### src/rtl/column_parallel_array_pkg.sv
// Shared defaults for the multi-column parallel activation buffer.
package column_pkg;

   localparam int DATA_WIDTH = 8;
   localparam int ADDR_WIDTH = 6;
   localparam int NUM_COL    = 4;
   localparam int PTR_W      = ADDR_WIDTH + 1;

endpackage

### src/rtl/column_parallel_array_ctrl.sv
// Single column of the parallel array: circular RAM with write, read and
// base pointers. The base pointer marks the oldest word that may still be
// replayed, so space is only released when the reader commits.

// Simple dual-port RAM with a registered read port. The read register only
// loads on a read request, so the last word read stays on the output.
module ram #(
   parameter int DATA_WIDTH = 8,
   parameter int ADDR_WIDTH = 6
) (
   input  logic                  clk,
   input  logic                  reset,
   input  logic                  s_write_en,
   input  logic [ADDR_WIDTH-1:0] s_write_addr,
   input  logic [DATA_WIDTH-1:0] s_write_data,
   input  logic                  s_read_req,
   input  logic [ADDR_WIDTH-1:0] s_read_addr,
   output logic [DATA_WIDTH-1:0] s_read_data
);

   logic [DATA_WIDTH-1:0] mem [2**ADDR_WIDTH];

   // Storage array write port; contents are deliberately left unreset.
   always_ff @(posedge clk) begin
      if (s_write_en) begin
         mem[s_write_addr] <= s_write_data;
      end
   end

   // Registered read port, cleared on reset so the lane starts at zero.
   always_ff @(posedge clk) begin
      if (reset) begin
         s_read_data <= '0;
      end else if (s_read_req) begin
         s_read_data <= mem[s_read_addr];
      end
   end

endmodule

module column_ctrl
   import column_pkg::*;
#(
   parameter int DATA_WIDTH = column_pkg::DATA_WIDTH,
   parameter int ADDR_WIDTH = column_pkg::ADDR_WIDTH
) (
   input  logic                  clk,
   input  logic                  reset,
   input  logic                  mode_i,
   input  logic                  wrReq_i,
   input  logic [DATA_WIDTH-1:0] wrData_i,
   input  logic                  rdEn_i,
   input  logic                  rdReq_i,
   input  logic                  rdRewind_i,
   input  logic                  rdCommit_i,
   output logic [DATA_WIDTH-1:0] rdData_o,
   output logic                  rdValid_o,
   output logic                  full_o,
   output logic                  empty_o,
   output logic                  errOvf_o,
   output logic                  errUdf_o
);

   localparam int PtrW = ADDR_WIDTH + 1;
   localparam logic [PtrW-1:0] DepthP = PtrW'(2**ADDR_WIDTH);

   logic [PtrW-1:0]       wrPtr_q, wrPtr_d;
   logic [PtrW-1:0]       rdPtr_q, rdPtr_d;
   logic [PtrW-1:0]       basePtr_q, basePtr_d;
   logic                  rdValid_q;
   logic                  errOvf_q, errUdf_q;
   logic                  fullW, emptyW;
   logic                  wrFire, rdFire, udfHit;
   logic [DATA_WIDTH-1:0] ramData;

   // Flags, fire strobes and next-state pointers, all from pre-cycle pointers.
   always_comb begin
      fullW     = (wrPtr_q - basePtr_q) == DepthP;
      emptyW    = (rdPtr_q == wrPtr_q);
      wrFire    = wrReq_i & ~fullW;
      rdFire    = rdEn_i & rdReq_i & ~emptyW & ~rdRewind_i;
      udfHit    = rdEn_i & rdReq_i & emptyW & ~rdRewind_i;
      wrPtr_d   = wrFire ? (wrPtr_q + PtrW'(1)) : wrPtr_q;
      rdPtr_d   = rdPtr_q;
      basePtr_d = basePtr_q;
      if (rdRewind_i) begin
         rdPtr_d = basePtr_q;
      end else begin
         if (rdFire) begin
            rdPtr_d = rdPtr_q + PtrW'(1);
         end
         if (rdCommit_i) begin
            basePtr_d = rdPtr_q;
         end
      end
   end

   // Pointer, read-valid and sticky error registers.
   always_ff @(posedge clk) begin
      if (reset) begin
         wrPtr_q   <= '0;
         rdPtr_q   <= '0;
         basePtr_q <= '0;
         rdValid_q <= 1'b0;
         errOvf_q  <= 1'b0;
         errUdf_q  <= 1'b0;
      end else begin
         wrPtr_q   <= wrPtr_d;
         rdPtr_q   <= rdPtr_d;
         basePtr_q <= basePtr_d;
         rdValid_q <= rdFire;
         errOvf_q  <= errOvf_q | (wrReq_i & fullW);
         errUdf_q  <= errUdf_q | udfHit;
      end
   end

   ram #(
      .DATA_WIDTH (DATA_WIDTH),
      .ADDR_WIDTH (ADDR_WIDTH)
   ) uRam (
      .clk          (clk),
      .reset        (reset),
      .s_write_en   (wrFire),
      .s_write_addr (wrPtr_q[ADDR_WIDTH-1:0]),
      .s_write_data (wrData_i),
      .s_read_req   (rdFire),
      .s_read_addr  (rdPtr_q[ADDR_WIDTH-1:0]),
      .s_read_data  (ramData)
   );

   // Output lane: raw RAM register, or zero-gated by valid when mode is set.
   always_comb begin
      rdData_o = ramData;
      if (mode_i && !rdValid_q) begin
         rdData_o = '0;
      end
   end

   assign rdValid_o = rdValid_q;
   assign full_o    = fullW;
   assign empty_o   = emptyW;
   assign errOvf_o  = errOvf_q;
   assign errUdf_o  = errUdf_q;

endmodule

### src/rtl/column_parallel_array.sv
// Top of the multi-column activation buffer: NUM_COL independent columns
// sharing a clock, a global read enable and the output mode select.
module column_parallel_array
   import column_pkg::*;
#(
   parameter int DATA_WIDTH = column_pkg::DATA_WIDTH,
   parameter int ADDR_WIDTH = column_pkg::ADDR_WIDTH,
   parameter int NUM_COL    = column_pkg::NUM_COL
) (
   input  logic                          clk,
   input  logic                          reset,
   input  logic                          mode,
   input  logic [NUM_COL-1:0]            wr_req,
   input  logic [NUM_COL*DATA_WIDTH-1:0] wr_data,
   input  logic                          rd_en,
   input  logic [NUM_COL-1:0]            rd_req,
   input  logic [NUM_COL-1:0]            rd_rewind,
   input  logic [NUM_COL-1:0]            rd_commit,
   output logic [NUM_COL*DATA_WIDTH-1:0] rd_data,
   output logic [NUM_COL-1:0]            rd_valid,
   output logic [NUM_COL-1:0]            full,
   output logic [NUM_COL-1:0]            empty,
   output logic [NUM_COL-1:0]            err_ovf,
   output logic [NUM_COL-1:0]            err_udf
);

   for (genvar i = 0; i < NUM_COL; i++) begin : gCol
      column_ctrl #(
         .DATA_WIDTH (DATA_WIDTH),
         .ADDR_WIDTH (ADDR_WIDTH)
      ) uCol (
         .clk        (clk),
         .reset      (reset),
         .mode_i     (mode),
         .wrReq_i    (wr_req[i]),
         .wrData_i   (wr_data[i*DATA_WIDTH +: DATA_WIDTH]),
         .rdEn_i     (rd_en),
         .rdReq_i    (rd_req[i]),
         .rdRewind_i (rd_rewind[i]),
         .rdCommit_i (rd_commit[i]),
         .rdData_o   (rd_data[i*DATA_WIDTH +: DATA_WIDTH]),
         .rdValid_o  (rd_valid[i]),
         .full_o     (full[i]),
         .empty_o    (empty[i]),
         .errOvf_o   (err_ovf[i]),
         .errUdf_o   (err_udf[i])
      );
   end

endmodule

### config.mk
export PLATFORM = sky130hd
export DESIGN_NAME = column_parallel_array
export DESIGN_NICKNAME = d
export VERILOG_FILES = /design/src/rtl/column_parallel_array_pkg.sv /design/src/rtl/column_parallel_array_ctrl.sv /design/src/rtl/column_parallel_array.sv
export SDC_FILE = /design/constraint.sdc
export NUM_CORES = 2
export LEC_CHECK = 0
export CORE_AREA = 2 2 325 408
export DETAILED_ROUTE_END_ITERATION = 10
export DIE_AREA = 0 0 327 410
export PLACE_DENSITY = 0.84
export SYNTH_ARGS = -nofsm -noshare
export SYNTH_HDL_FRONTEND = slang
export SYNTH_SLANG_ARGS = --single-unit
### constraint.sdc
create_clock -name clk -period 6.6 [get_ports clk]
set_input_delay 0.99 -clock clk [delete_from_list [all_inputs] [get_ports clk]]
set_output_delay 0.99 -clock clk [all_outputs]
set_load 0.03 [all_outputs]
# Word-level counts from Yosys, hierarchy flattened
# Memory sizes are Yosys's and may differ from the RTL's. A register that Yosys moved wholly into a read port is not among the register bits.
# Index checks and enable logic that the tools add are counted.
[totals]
register_bits = 96
ram_bits = 2048
output_inout_bits = 52
memories = 4
[op_classes]
add_sub_neg = 12
eq_ne = 8
mux = 20
n_bitwise = 48
n_reduce_logical = 16
[mem_list]
columns = ["memory", "depth", "word_bits", "rd", "rd_ports_with_merged_regs", "wr", "line_no", "text"]
rows = [
  ["gCol[0].uCol.uRam.mem", 64, 8, 1, 1, 1, "column_parallel_array_ctrl.sv:21", "logic [DATA_WIDTH-1:0] mem [2**ADDR_WIDTH];"],
  ["gCol[1].uCol.uRam.mem", 64, 8, 1, 1, 1, "column_parallel_array_ctrl.sv:21", ""],
  ["gCol[2].uCol.uRam.mem", 64, 8, 1, 1, 1, "column_parallel_array_ctrl.sv:21", ""],
  ["gCol[3].uCol.uRam.mem", 64, 8, 1, 1, 1, "column_parallel_array_ctrl.sv:21", ""],
]
[ops]
columns = ["cell", "n"]
rows = [
  ["$add A7 B1 Y7 const B", 8],
  ["$mux W7", 8],
  ["$mux W8", 4],
  ["$and A1 B1 Y1", 28],
  ["$eq A7 B7 Y1", 4],
  ["$eq A7 B7 Y1 const B", 4],
  ["$sub A7 B7 Y7", 4],
  ["$not A1 Y1", 12],
  ["$mux W1", 8],
  ["$or A1 B1 Y1", 8],
  ["$reduce_and A2 Y1", 4],
  ["$reduce_bool A2 Y1", 4],
  ["$logic_and A1 B1 Y1", 4],
  ["$logic_not A1 Y1", 4],
]

# Longest topological paths before layout
[depth]
ltp_word = 6
mapped_depth = 12
mapped_depth_nobuf = 9

# Hierarchy
# A second synthesis with hierarchy kept.
[unflattened]
hier_cells = 4840
area_unflattened_um2 = 86523.0
[modules_own_cells]
columns = ["mod", "n_inst", "cells_per_inst", "area_per_inst_um2", "seq_area_each_um2"]
rows = [
  ["ram", 4, 1039, 20188.1, 15534.9],
  ["column_ctrl (gCol[0].uCol ...)", 3, 171, 1423.9, 480.5],
  ["column_ctrl (gCol[1].uCol)", 1, 171, 1498.9, 480.5],
]

# Worst setup path before layout
# Ideal clock, no wire load.
[synth_path]
path_kind = "register to output"
startpoint = "register gCol[2].uCol.basePtr_q[4]"
endpoint = "output port full[2]"
arrival_ns = 2.240
setup_slack_ns = 3.370
path_stages_with_launch = 11
n_path_buf = 3
path_cell_list = "dfxtp_1 > inv_1 > ha_1 > and2_1 > a311oi_1 > nor4bb_1 > o21ai_2 > nor2_1 > buf_2 > buf_4 > buf_4"
[synth_via]
elab_chain_cells = 2
[synth_lines]
columns = ["element", "line_no", "text"]
rows = [
  ["start, declared", "column_parallel_array_ctrl.sv:69", "logic [PtrW-1:0] basePtr_q, basePtr_d;"],
  ["start signal, assigned", "column_parallel_array_ctrl.sv:110", "basePtr_q <= basePtr_d;"],
  ["$sub A7 B7 Y7", "column_parallel_array_ctrl.sv:78", "fullW = (wrPtr_q - basePtr_q) == DepthP;"],
  ["$eq A7 B7 Y1", "column_parallel_array_ctrl.sv:78", ""],
  ["end, declared", "column_parallel_array.sv:21", "output logic [NUM_COL-1:0] full,"],
]
# No other way between the ends.

# Worst setup path after layout
[layout_path]
startpoint = "register gCol[2].uCol.wrPtr_q[4]"
endpoint = "output port full[2]"
[layout_via]
elab_chain_cells = 2
[layout_lines]
columns = ["element", "line_no", "text"]
rows = [
  ["start, declared", "column_parallel_array_ctrl.sv:67", "logic [PtrW-1:0] wrPtr_q, wrPtr_d;"],
  ["start signal, assigned", "column_parallel_array_ctrl.sv:108", "wrPtr_q <= wrPtr_d;"],
  ["$sub A7 B7 Y7", "column_parallel_array_ctrl.sv:78", ""],
  ["$eq A7 B7 Y1", "column_parallel_array_ctrl.sv:78", ""],
]
# No other way between the ends.

==> impl_metrics.json <==
{
  "status": "completed",
  "period_share_pct": 83.6,
  "synthCells": 4700,
  "drcViolationCount": 0,
  "design_area_um2": 95200,
  "cts_buffers": 192,
  "place.gp.congestion": 0.894,
  "num_rows": 149,
  "hold_viol_final": 0,
  "dp_hpwl_um": 114000,
  "ys_types": 80,
  "io_buffers": 103,
  "cts.reportedPaths.clkPinSlew_ps": 60,
  "fin_tns_setup_ps": 0,
  "synth_edf_count": 2048,
  "antenna_cells": 0,
  "power.density_nw_per_um2": 294,
  "slew_headroom_pct": 1.89,
  "synth_common_cells": "2048 x edfxtp_1, 413 x mux4_2, 393 x nor2_1, 268 x mux2i_1, 130 x nand2_1",
  "cap_violations": 0,
  "io_pins": 104,
  "wire_per_inst_um": 29.5,
  "clock_skew_ps": 24.0,
  "p_leak_nw": 29.3,
  "multi_input_area_um2": 21000,
  "die_w_um": 327,
  "drive_gt1_share_pct": 17.6,
  "worstPathArrival_ps": 4530,
  "finalCriticalPeriod_ps": 5520,
  "die_h_um": 410,
  "synth_area_leaders": "edfxtp_1 71%, mux4_2 11%, mux2i_1 3.1%",
  "cp_max_fo": 22,
  "synth_seq_cells": 2176,
  "coreArea_um2": 131000,
  "cts_tree": "done",
  "timing_worst_setup_path_type": "reg2out",
  "synthesis.nets": 4784,
  "cts-root-buf": "clkbuf_16",
  "end_kind": "output port",
  "synthFlopType": "edfxtp_1",
  "antenna_found_initial": 2,
  "ant_nets": 0,
  "grt_pass1_wl_um": 294000,
  "syn_area_um2": 86700,
  "cts_resized": 0,
  "max_freq_mhz": 181,
  "placed_area_um2": 88800,
  "clockBufferDepth": 3,
  "area_delta_synth_final_pct": 9.72,
  "synth.top_cell.area_share_pct": 70.9,
  "grt_pass1_vias": 46000,
  "nNetsFinal": 4848,
  "clock_latency_ps": 840,
  "setup_viol": 0,
  "die_area_um2": 134000,
  "seq_area_frac_synth_pct": 73.9,
  "drt_wl_total_um": 197000,
  "cp-start-kind": "register",
  "grt_usage_pct": 29.7,
  "avgSynthCellArea_um2": 18.5,
  "ir_drop_v": 0.000242,
  "rsz0062_at_grt": "no",
  "vias_per_cell": 6.83,
  "async_reset_ff_share_pct": 0,
  "nFillCells": 7192,
  "postCtsSetupBuffers": 0,
  "power.total_mw": 27.9,
  "ys_warn_count": 0,
  "tightest_slew_ps": 1470,
  "hold_path_class": "reg2reg",
  "cts.sinks": 2176,
  "synth_top_cell_by_area": "edfxtp_1",
  "first_pass_iters": 9,
  "start_util_pct": 66.4,
  "regArea_um2": 64100,
  "yosys.cell_count.top_type": "edfxtp_1",
  "ctsHoldBuffers": 0,
  "gr-total-overflow": 0,
  "via_count": 45600,
  "drt_iter0_markers": 6506,
  "htree_levels": 4,
  "cp.required_ps": 5610,
  "slew_violations": 0,
  "grt_max_degree": 78
}
## sequential cells by signal, indices dropped and copies added (netlist names)
name	cells
gCol.uCol.rdValid_o	4
gCol.uCol.uRam.s_read_data	32
gCol.uCol.rdPtr_q	28
gCol.uCol.errUdf_o	4
gCol.uCol.basePtr_q	28
gCol.uCol.uRam.mem	2048
gCol.uCol.wrPtr_q	28
gCol.uCol.errOvf_o	4
## cell type report
class / count / area share (%)
flip-flops and latches: 2176 / 67.3
multi-input cells: 2172 / 22.1
clock inverters: 108 / 1.18
clock buffers: 254 / 5.51
inverters: 57 / 0.225
repair buffers: 165 / 1.40
well taps: 1736 / 2.28
## per-layer routing
| layer | share of wire, % | GRT usage (%) | vias to the layer above |
|---|---|---|---|
| met5 | 0 | 0 | - |
| met4 | 4.5 | 12.8 | 0 |
| met3 | 9.1 | 4.70 | 523 |
| met2 | 51 | 49.8 | 2814 |
| met1 | 35 | 39.1 | 23200 |
| li1 | - | - | 19000 |
## power by group
part | internal, mW | total [mW] | leakage, nW | switching (mW)
Sequential | 15.2 | 15.3 | 19.5 | 0.103
Combinational | 0.494 | 1.39 | 6.70 | 0.893
Clock | 6.39 | 11.3 | 3.12 | 4.90
## cells in the final DEF (no fill, tap or decap), types with 27 or more instances in the layout
cell,netlist,layout
clkbuf_16,0,196
nand4_1,27,27
a22oi_1,111,111
clkinv_2,0,36
clkinv_1,1,34
dfxtp_1,128,116
buf_2,82,32
nand3_1,77,77
nand2_1,130,130
a221oi_1,29,29
clkdlybuf4s50_1,0,70
a211oi_1,52,52
and2_1,59,59
buf_4,61,63
xor2_1,34,34
a21oi_1,81,81
o21ai_0,46,46
mux2i_1,268,268
edfxtp_1,2048,2048
ha_1,32,32
clkbuf_1,102,46
nor2b_1,29,29
mux4_2,413,413
xnor2_1,40,40
inv_1,55,55
nor2_1,393,392
## metrics by stage
step           hold slack (ps)  util [%]  setup WS (ps)  std cells
2_1_floorplan              436         -           3370       4700
3_3_place_gp               444      68.0           2150       6306
3_5_place_dp               453      68.0           2050       6306
4_1_cts                    461      72.8           1110       6668
5_1_grt                    490      72.8            769       6668
6_report                   460      72.8           1080       6668
## kinds of logic (layout without fill, tap and decap cells)
family	Yosys count	in the layout	synth area share, %
mux	705	705	14.1
fa+ha+maj	32	32	0.462
flops	2176	2176	73.9
compound gates	490	490	4.04
xor+xnor	75	75	0.775
simple gates	870	870	4.78
buf+inv	352	584	1.97
## final timing paths
check | start | endpoint | slack, ps | depth (start not counted)
setup / recovery | gCol[2].uCol.wrPtr_q[4]$_SDFFE_PP0P_ | full[2] | 1080 | 7
hold / removal | gCol[2].uCol.basePtr_q[2]$_SDFFE_PP0P_ | gCol[2].uCol.basePtr_q[2]$_SDFFE_PP0P_ | 460 | 2
setup reg to reg | gCol[1].uCol.wrPtr_q[3]$_SDFFE_PP0P_ | gCol[1].uCol.uRam.mem[19][4]$_DFFE_PP_ | 2170 | 7
hold reg to reg | gCol[2].uCol.basePtr_q[2]$_SDFFE_PP0P_ | gCol[2].uCol.basePtr_q[2]$_SDFFE_PP0P_ | 460 | 2
## worst max-delay path, stage by stage, from the launching register on
cell and delay [ps]:
dfxtp_1 650, ha_1 370, and2_1 190, a311oi_1 300, nor4bb_1 410, o21ai_2 140
nor2_2 780, clkdlybuf4s50_1 840
No activity file was read; power rests on OpenSTA's default activity.
